### config.mk
export PLATFORM = sky130hd
export DESIGN_NAME = fnd_scan_controller
export DESIGN_NICKNAME = d
export VERILOG_FILES = /design/src/rtl/fnd_pkg.sv /design/src/rtl/fnd_seg_decoder.sv /design/src/rtl/fnd_scan_controller.sv
export SDC_FILE = /design/constraint.sdc
export NUM_CORES = 1
export LEC_CHECK = 0
export BUFFER_PORTS_ARGS = -buffer_cell sky130_fd_sc_hd__buf_2
export CORE_MARGIN = 3
export CORE_UTILIZATION = 35
export CTS_CLUSTER_SIZE = 28
export DETAILED_ROUTE_END_ITERATION = 6
export PLACE_DENSITY = 0.57
export SYNTH_ARGS = -nofsm -noshare
export SYNTH_HDL_FRONTEND = slang
export SYNTH_SLANG_ARGS = --single-unit
### constraint.sdc
create_clock -name clk -period 2.8 [get_ports clk]
set_input_delay 0.28 -clock clk [delete_from_list [all_inputs] [get_ports clk]]
set_output_delay 0.28 -clock clk [all_outputs]
set_load 0.05 [all_outputs]
### src/rtl/fnd_pkg.sv
// Shared constants and the BCD-to-segment table for the FND scanner.
package fnd_pkg;

    // Active-low common-anode patterns with bit 7 = dp (off), bits 6:0 = g..a
    localparam logic [7:0] SEG_0   = 8'hc0;
    localparam logic [7:0] SEG_1   = 8'hf9;
    localparam logic [7:0] SEG_2   = 8'ha4;
    localparam logic [7:0] SEG_3   = 8'hb0;
    localparam logic [7:0] SEG_4   = 8'h99;
    localparam logic [7:0] SEG_5   = 8'h92;
    localparam logic [7:0] SEG_6   = 8'h82;
    localparam logic [7:0] SEG_7   = 8'hf8;
    localparam logic [7:0] SEG_8   = 8'h80;
    localparam logic [7:0] SEG_9   = 8'h90;
    localparam logic [7:0] SEG_OFF = 8'hff;

    localparam int SCAN_DIV_DEF    = 100_000;
    localparam int DEAD_CYCLES_DEF = 2;
    localparam int BLINK_DIV_DEF   = 50_000_000;

    // Non-decimal nibbles (A-F) render as a dark digit
    function automatic logic [7:0] bcd_to_seg(input logic [3:0] nib);
        case (nib)
            4'd0:    return SEG_0;
            4'd1:    return SEG_1;
            4'd2:    return SEG_2;
            4'd3:    return SEG_3;
            4'd4:    return SEG_4;
            4'd5:    return SEG_5;
            4'd6:    return SEG_6;
            4'd7:    return SEG_7;
            4'd8:    return SEG_8;
            4'd9:    return SEG_9;
            default: return SEG_OFF;
        endcase
    endfunction

endpackage

### src/rtl/fnd_seg_decoder.sv
// One digit's segment pattern: BCD glyph, dp, leading-zero blank, blink blank.
module fnd_seg_decoder
    import fnd_pkg::*;
(
    input  logic [3:0] nibble,
    input  logic       dot,
    input  logic       blank,
    input  logic       blink_off,
    output logic [7:0] seg
);

    logic [7:0] raw;

    // Blink blanking wins over everything, dp included
    always_comb begin
        raw = bcd_to_seg(nibble);
        seg = {~dot, raw[6:0]};
        if (blank)
            seg[6:0] = 7'h7f;
        if (blink_off)
            seg = SEG_OFF;
    end

endmodule

### src/rtl/fnd_scan_controller.sv
// Time-multiplexed seven-segment scanner with frame-aligned double buffering.
module fnd_scan_controller
    import fnd_pkg::*;
#(
    parameter int NUM_DIGITS  = 4,
    parameter int SCAN_DIV    = SCAN_DIV_DEF,
    parameter int DEAD_CYCLES = DEAD_CYCLES_DEF,
    parameter int BLINK_DIV   = BLINK_DIV_DEF
) (
    input  logic                    clk,
    input  logic                    reset,
    input  logic                    load,
    input  logic [4*NUM_DIGITS-1:0] digit_data,
    input  logic [NUM_DIGITS-1:0]   dot_en,
    input  logic [NUM_DIGITS-1:0]   blink_en,
    input  logic                    blank_lz,
    output logic                    pending,
    output logic                    frame_start,
    output logic [NUM_DIGITS-1:0]   fnd_com,
    output logic [7:0]              fnd_data
);

    localparam int DW = 4 * NUM_DIGITS;
    localparam int CW = (SCAN_DIV > 1) ? $clog2(SCAN_DIV) : 1;
    localparam int IW = (NUM_DIGITS > 1) ? $clog2(NUM_DIGITS) : 1;
    localparam int BW = (BLINK_DIV > 1) ? $clog2(BLINK_DIV) : 1;

    logic [CW-1:0]         cnt;
    logic [IW-1:0]         idx;
    logic [BW-1:0]         bcnt;
    logic                  blink_on;
    logic [DW-1:0]         pend_data, sh_data;
    logic [NUM_DIGITS-1:0] pend_dot, sh_dot;
    logic [NUM_DIGITS-1:0] pend_blink, sh_blink;
    logic                  cnt_tc, frame_tc;

    logic [NUM_DIGITS-1:0][7:0] seg;

    assign cnt_tc   = (cnt == CW'(SCAN_DIV - 1));
    assign frame_tc = cnt_tc && (idx == IW'(NUM_DIGITS - 1));

    // Slot prescaler and digit index
    always_ff @(posedge clk or negedge reset) begin
        if (!reset) begin
            cnt <= '0;
            idx <= '0;
        end else if (cnt_tc) begin
            cnt <= '0;
            idx <= frame_tc ? '0 : idx + 1'b1;
        end else begin
            cnt <= cnt + 1'b1;
        end
    end

    // Free-running blink phase, starts in the visible half
    always_ff @(posedge clk or negedge reset) begin
        if (!reset) begin
            bcnt     <= '0;
            blink_on <= 1'b1;
        end else if (bcnt == BW'(BLINK_DIV - 1)) begin
            bcnt     <= '0;
            blink_on <= ~blink_on;
        end else begin
            bcnt     <= bcnt + 1'b1;
        end
    end

    // Pending buffer takes every load; a load on the boundary cycle stays pending
    always_ff @(posedge clk or negedge reset) begin
        if (!reset) begin
            pend_data  <= '0;
            pend_dot   <= '0;
            pend_blink <= '0;
            pending    <= 1'b0;
        end else if (load) begin
            pend_data  <= digit_data;
            pend_dot   <= dot_en;
            pend_blink <= blink_en;
            pending    <= 1'b1;
        end else if (frame_tc) begin
            pending    <= 1'b0;
        end
    end

    // Shadow only moves on a frame boundary so a frame never mixes data
    always_ff @(posedge clk or negedge reset) begin
        if (!reset) begin
            sh_data  <= '0;
            sh_dot   <= '0;
            sh_blink <= '0;
        end else if (frame_tc && pending) begin
            sh_data  <= pend_data;
            sh_dot   <= pend_dot;
            sh_blink <= pend_blink;
        end
    end

    // Per-digit decode; a digit is a leading zero when it and everything above it is 0
    for (genvar i = 0; i < NUM_DIGITS; i++) begin : g_dig
        logic lz;
        assign lz = (i != 0) && (sh_data[DW-1:4*i] == '0);
        fnd_seg_decoder u_dec (
            .nibble    (sh_data[4*i +: 4]),
            .dot       (sh_dot[i]),
            .blank     (blank_lz && lz),
            .blink_off (sh_blink[i] && !blink_on),
            .seg       (seg[i])
        );
    end

    // Registered pin drive with dead time at the head of each slot
    always_ff @(posedge clk or negedge reset) begin
        if (!reset) begin
            fnd_com     <= '1;
            fnd_data    <= SEG_OFF;
            frame_start <= 1'b0;
        end else begin
            frame_start <= frame_tc;
            if (cnt < CW'(DEAD_CYCLES)) begin
                fnd_com  <= '1;
                fnd_data <= SEG_OFF;
            end else begin
                fnd_com  <= ~(NUM_DIGITS'(1) << idx);
                fnd_data <= seg[idx];
            end
        end
    end

endmodule

## After elaboration in Yosys (flattened, before gate mapping)

Memories as Yosys holds them, arrays and structs flattened.
Cells that the tools add are included.

| operators by class | value |
|---|---|
| reductions and logical operators | 14 |
| muxes and demuxes | 16 |
| bitwise operators | 6 |
| equality and inequality tests | 3 |
| shift-type cells | 1 |
| $add $sub $neg | 3 |
| order comparisons | 2 |

Operators by type and width:

| kind | count |
|---|---|
| two-way mux 8 bit | 6 |
| adder 26 x 1 -> 26 bit, second input constant | 1 |
| equality test 26 bit, second input constant | 1 |
| two-way mux 26 bit | 1 |
| two-way mux 7 bit | 3 |
| adder 17 x 1 -> 17 bit, second input constant | 1 |
| equality test 17 bit, second input constant | 1 |
| less-than comparator 17 x 2 -> 1 bit, second input constant | 1 |
| two-way mux 17 bit | 1 |
| binary-select mux 8 bit (select 2 bit) | 1 |
| logical NOT 12 bit | 1 |
| logical AND 1 bit | 9 |
| logical NOT 8 bit | 1 |
| NOT 1 bit | 5 |
| logical NOT 4 bit | 1 |
| two-way mux 4 bit | 1 |
| NOT 4 bit | 1 |
| << shifter 1 x 2 -> 4 bit, first input constant | 1 |
| less-than comparator 2 x 3 -> 1 bit, second input constant | 1 |
| adder 2 x 1 -> 2 bit, second input constant | 1 |
| equality test 2 bit, second input constant | 1 |
| two-way mux 1 bit | 2 |
| two-way mux 2 bit | 1 |
| nonzero test 2 bit | 1 |
| logical NOT 1 bit | 1 |

| word-level totals | value |
|---|---|
| memory bits (read-only) | 448 |
| bits in registers | 108 |
| memories kept | 4 |
| word-level logic and storage cells | 63 |
| input bits | 28 |

Memory list:

| memory | depth | bits a word | read ports | clocked after memory_dff | write ports | line | text |
|---|---|---|---|---|---|---|---|
| (name not given) | 16 | 7 | 1 | 0 | 0 | fnd_pkg.sv:23 | `case (nib)` |
| (name not given) | 16 | 7 | 1 | 0 | 0 | fnd_pkg.sv:23 |  |
| (name not given) | 16 | 7 | 1 | 0 | 0 | fnd_pkg.sv:23 |  |
| (name not given) | 16 | 7 | 1 | 0 | 0 | fnd_pkg.sv:23 |  |

## Logic depth before layout (Yosys ltp)

| logic depth | value |
|---|---|
| depth after elaboration | 7 |
| depth in mapped cells | 7 |
| mapped depth without buffers | 7 |

## Hierarchy

A second synthesis with hierarchy kept.

| second synthesis, totals | value |
|---|---|
| cells, all modules | 502 |
| area, all modules | 5774.3 um2 |

By module, submodules not included:

| module | area each (um2) | cells an instance | times used | seq. area each (um2) |
|---|---|---|---|---|
| fnd_scan_controller | 4943.5 | 386 | 1 | 2718.9 |
| fnd_seg_decoder | 207.7 | 29 | 4 | 0.0 |

## Least setup slack after synthesis

No wires, ideal clock.

| timing path | value |
|---|---|
| path type | flip-flop to flip-flop |
| from | register cnt[6] |
| to | register sh_blink[0] |
| buffers on the path | 1 |
| slack | 1.025 ns |
| data required time | 2.675 ns |
| clock period less this slack | 1.775 ns |
| setup time | 0.125 ns |
| arrival | 1.650 ns |
| cell stages (with the launch flop) | 7 |
| path through | dfrtp_1 > nor4_1 > nand2_1 > nor3_4 > nand3_4 > buf_6 > mux2_4 |

| on the way | value |
|---|---|
| cells in the longest elaborated chain, start to end | 3 |

Ends and longest elaborated chain:

| what | line | text |
|---|---|---|
| from (decl) | fnd_scan_controller.sv:28 | `logic [CW-1:0] cnt;` |
| from (signal assigned) | fnd_scan_controller.sv:51 | `cnt <= cnt + 1'b1;` |
| equality test 17 bit | fnd_scan_controller.sv:39 | `assign cnt_tc = (cnt == CW'(SCAN_DIV - 1));` |
| logical AND 1 bit | fnd_scan_controller.sv:40 | `assign frame_tc = cnt_tc && (idx == IW'(NUM_DIGITS - 1));` |
| logical AND 1 bit | fnd_scan_controller.sv:91 | `end else if (frame_tc && pending) begin` |
| to (signal assigned) | fnd_scan_controller.sv:94 | `sh_blink <= pend_blink;` |
| to (decl) | fnd_scan_controller.sv:34 | `logic [NUM_DIGITS-1:0] pend_blink, sh_blink;` |

Every way passes these cells.
A chain may end at the register's enable or synchronous reset.

## Worst setup path after layout

| timing path | value |
|---|---|
| from | register bcnt[7] |
| to | register bcnt[15] |

| on the way | value |
|---|---|
| cells in the longest elaborated chain, start to end | 2 |

Ends and longest elaborated chain:

| what | line | text |
|---|---|---|
| from (decl) | fnd_scan_controller.sv:30 | `logic [BW-1:0] bcnt;` |
| from (signal assigned) | fnd_scan_controller.sv:64 | `bcnt <= bcnt + 1'b1;` |
| adder 26 x 1 -> 26 bit or equality test 26 bit (tied branches) | fnd_scan_controller.sv:64, fnd_scan_controller.sv:60 |  |
| two-way mux 26 bit (*) | fnd_scan_controller.sv:60 | `end else if (bcnt == BW'(BLINK_DIV - 1)) begin` |

Mark *: on every way between the ends. The rest lies on a longest branch, timed or not.

==> metrics <==
maximum vdd drop=about 0.33 mV; critical path type=register to register; hold slack final=~0.16 ns; Final #Nets=585; worst skew pair latency=about 0.35 ns; Die Width=approximately 130 µm; Worst slew margin=between 50% and 60%; main flop type after synthesis=dfrtp_1; Ports=between 40 and 50; Total GRT Usage=a little over an eighth; Die Height=between 100 and 150 µm; CTS tree=done; row cnt=44; core area=14,900 µm²; yosys warns=0; first-pass GRT wire length=approximately 18,000 µm; layout cell share with drive strength beyond 1=24.3%; initial antenna violation count=0; Antenna Violating Nets Remaining=0; GP Congestion=roughly 0.87; final setup fails=0; DRT Wirelength=10,400 µm; Switching Power=approximately 640 µW; syn avg cell area=between 10 and 15 µm²; #FFs+latches synth=between 100 and 150; Power Density=487 nW/µm²; clock transition at the registers of the reported paths=0.07 ns; Comb pwr share=3.4%; GR Overflow Total=0; Slew @ Worst Pin=slightly above 0.7 ns; # diodes=0; Clock Sinks=108; Internal Power=roughly 2400 µW; clock share of power=a little over two fifths; Post-Syn Instances=about 490; die footprint=17,100 µm²; WP buf/inv=1; fmax=473 MHz; number of synthesized flops with an enable pin=0; Fill cells=around 1,400; Leak=around 0.0028 µW; unrepaired setup endpoints after global routing=false; Post-CTS Setup Bufs=0; post-synthesis sequential area ratio=49.9%; Port Buffers=41; Clock Tree Buf Depth=2; Root Driver=clkbuf_16; number of global-route vias before repair=between 3,000 and 4,000; cell at the slowest stage of the critical path=or4_1; data required time at the worst endpoint=3.04 ns; total CTS buffers=9; crit path max fanout=10; DR WL/cell=14.4 µm; CP endpoint kind=register; Setup Total Neg Slack=0 ns; critical path cell sequence=or4_1 > nor4_1 > and3_1 > buf_4 > a311oi_1 > a41o_1; outcome=finished clean; minimum clock period=2.11 ns; H-tree depth=3; Max stage delay on crit path=between 0.5 and 0.6 ns; worst hold path class=primary input to register; drt pass-1 iters=4; Residual DRC=0; Post-Route Skew=about 0.0067 ns; Mapped Area=approximately 5500 µm²; ys async rst share=100%; Unique masters post-synth=47; area grow syn2layout=13.1%; Seq pwr share=a little over half; hpwl dp=roughly 7700 µm; Initial Util=a little over a third; total number of vias=between 3,000 and 4,000; Sw Share=about a fifth; largest net degree at the start of global routing=49; Vias per Instance=between 4 and 5; max-cap viol count=0; drt first-iter violations=roughly 190; Data arrival, critical path=~2.4 ns; Final Cycle Share=~76%; Hold Vio Cnt, Final=0; Setup crit start kind=register; Mapped Nets=around 550; Max Slew Vio Count=0; cell family with most CP delay=simple AND/OR/NAND/NOR gates
==> power by group through the flow <==
stage                     Sequential, µW  Combinational [µW]  Clock [µW]
after floorplan                     1640                47.1           0
after global placement              1640                 102           0
after detailed placement            1640                 106           0
after CTS                           1610                 107        1330
after global routing                1620                 118        1400
final                               1610                 103        1280
==> sequential cells by signal, summed over array words and instances (netlist names) <==
register,cells
pend_data,16
blink_on,1
sh_dot,4
fnd_data,8
pending,1
pend_dot,4
sh_data,16
bcnt,26
frame_start,1
fnd_com,4
pend_blink,4
idx,2
cnt,17
sh_blink,4
==> Yosys cell counts, types with 3 or more instances <==
cell type / instances / share of area [%]
a21oi_1: 16 / 1.5
and2_1: 4 / 0.46
and3_1: 6 / 0.69
buf_1: 3 / 0.21
buf_2: 4 / 0.37
clkbuf_1: 10 / 0.69
dfrtp_1: 95 / 44
dfstp_2: 13 / 6.3
ha_1: 26 / 6.0
inv_1: 20 / 1.4
mux2_2: 28 / 5.8
mux2_4: 20 / 5.5
mux2i_1: 7 / 1.3
nand2_1: 32 / 2.2
nand2b_1: 7 / 0.80
nand3_1: 25 / 2.3
nand4_1: 9 / 1.0
nor2_1: 45 / 3.1
nor2b_1: 5 / 0.57
nor3_1: 11 / 1.0
nor4_1: 4 / 0.46
o211ai_1: 8 / 1.1
o21ai_0: 25 / 2.3
o221ai_1: 4 / 0.64
xnor2_1: 14 / 2.2
xor2_1: 21 / 3.4
==> kinds of logic after synthesis <==
kind of cell	after synthesis	share of synthesized area (%)
muxes	55	12.6
AOI/OAI and AO/OA	63	7.19
DFF	108	49.9
adders and majority gates	26	5.97
and+or+nand+nor	165	15.7
xor gates and xnor gates	35	5.62
buffers and inverters	39	3.05
==> placed cells by master (no fill, tap or decap), types with 4 or more instances in the layout <==
| master | n |
|---|---|
| o21ai_0 | 25 |
| a21oi_1 | 16 |
| mux2i_1 | 7 |
| nand4_1 | 9 |
| buf_4 | 6 |
| clkbuf_16 | 9 |
| and2_1 | 4 |
| nand2_1 | 32 |
| nor4_1 | 4 |
| dfstp_2 | 13 |
| nand2b_1 | 7 |
| nor3_1 | 11 |
| nor2_1 | 45 |
| xor2_1 | 21 |
| buf_2 | 40 |
| ha_1 | 26 |
| nor2b_1 | 5 |
| mux2_4 | 20 |
| xnor2_1 | 14 |
| o221ai_1 | 4 |
| o211ai_1 | 8 |
| inv_1 | 20 |
| nand3_1 | 25 |
| mux2_2 | 28 |
| dfrtp_1 | 95 |
| and3_1 | 6 |
==> worst reg2reg max path: stages, from the launching register on <==
cell and delay [ns]:
dfrtp_1 0.43, or4_1 0.54, nor4_1 0.16, and3_1 0.37, buf_4 0.23, a311oi_1 0.07, a41o_1 0.21
==> repair_timing <==
item,4_1_cts,5_1_grt
endpoints found under the hold margin,40,0
hold buffers,1,0
resized for setup,0,0
==> through the flow <==
step | instance area, µm² | instances | util, % | power, µW | worst slack [ns]
3_3_place_gp | 5850 | 703 | 39.4 | 1750 | 0.735
3_5_place_dp | 5850 | 703 | 39.4 | 1750 | 0.683
4_1_cts | 6170 | 720 | 41.5 | 3050 | 0.671
6_report | 6170 | 720 | 41.5 | 3000 | 0.686
5_1_grt | 6170 | 720 | 41.5 | 3140 | 0.513
2_1_floorplan | 5450 | 491 | - | 1680 | 1.02
==> path summary, 6_finish.rpt <==
kind / from / to / slack [ns] / cells after the start
worst max-delay path: bcnt[7]$_DFF_PN0_ / bcnt[15]$_DFF_PN0_ / 0.69 / 6
worst min-delay path: digit_data[4] / pend_data[4]$_DFFE_PN0P_ / 0.16 / 2
worst max register to register: bcnt[7]$_DFF_PN0_ / bcnt[15]$_DFF_PN0_ / 0.69 / 6
worst min register to register: bcnt[16]$_DFF_PN0_ / bcnt[16]$_DFF_PN0_ / 0.49 / 1
max in group asynchronous: reset / fnd_data[4]$_DFF_PN1_ / 1.49 / 3
min in group asynchronous: reset / pend_blink[1]$_DFFE_PN0P_ / 0.47 / 2
==> routing by layer <==
| metal | share of wire, % | track usage, % | vias up | wire (µm) |
|---|---|---|---|---|
| met5 | 0 | 0 | - | 0 |
| met4 | 1.0 | 3.45 | 0 | 104 |
| met3 | 3.8 | 4.27 | 5 | 400 |
| met2 | 43 | 19.0 | 51 | 4440 |
| met1 | 53 | 19.4 | 1745 | 5460 |
| li1 | - | - | 1782 | - |
==> cell type report <==
cell class / instances / area, µm² / share of cell area (%)
clock buffers: 11 / 243 / 3.94
clock inverters: 5 / 58.8 / 0.954
inverters: 20 / 75.1 / 1.22
multi-input cells: 344 / 2560 / 41.6
flip-flops and latches: 108 / 2720 / 44.1
well taps: 184 / 230 / 3.73
repair buffers: 48 / 275 / 4.46
No activity file was read; power rests on OpenSTA's default activity.
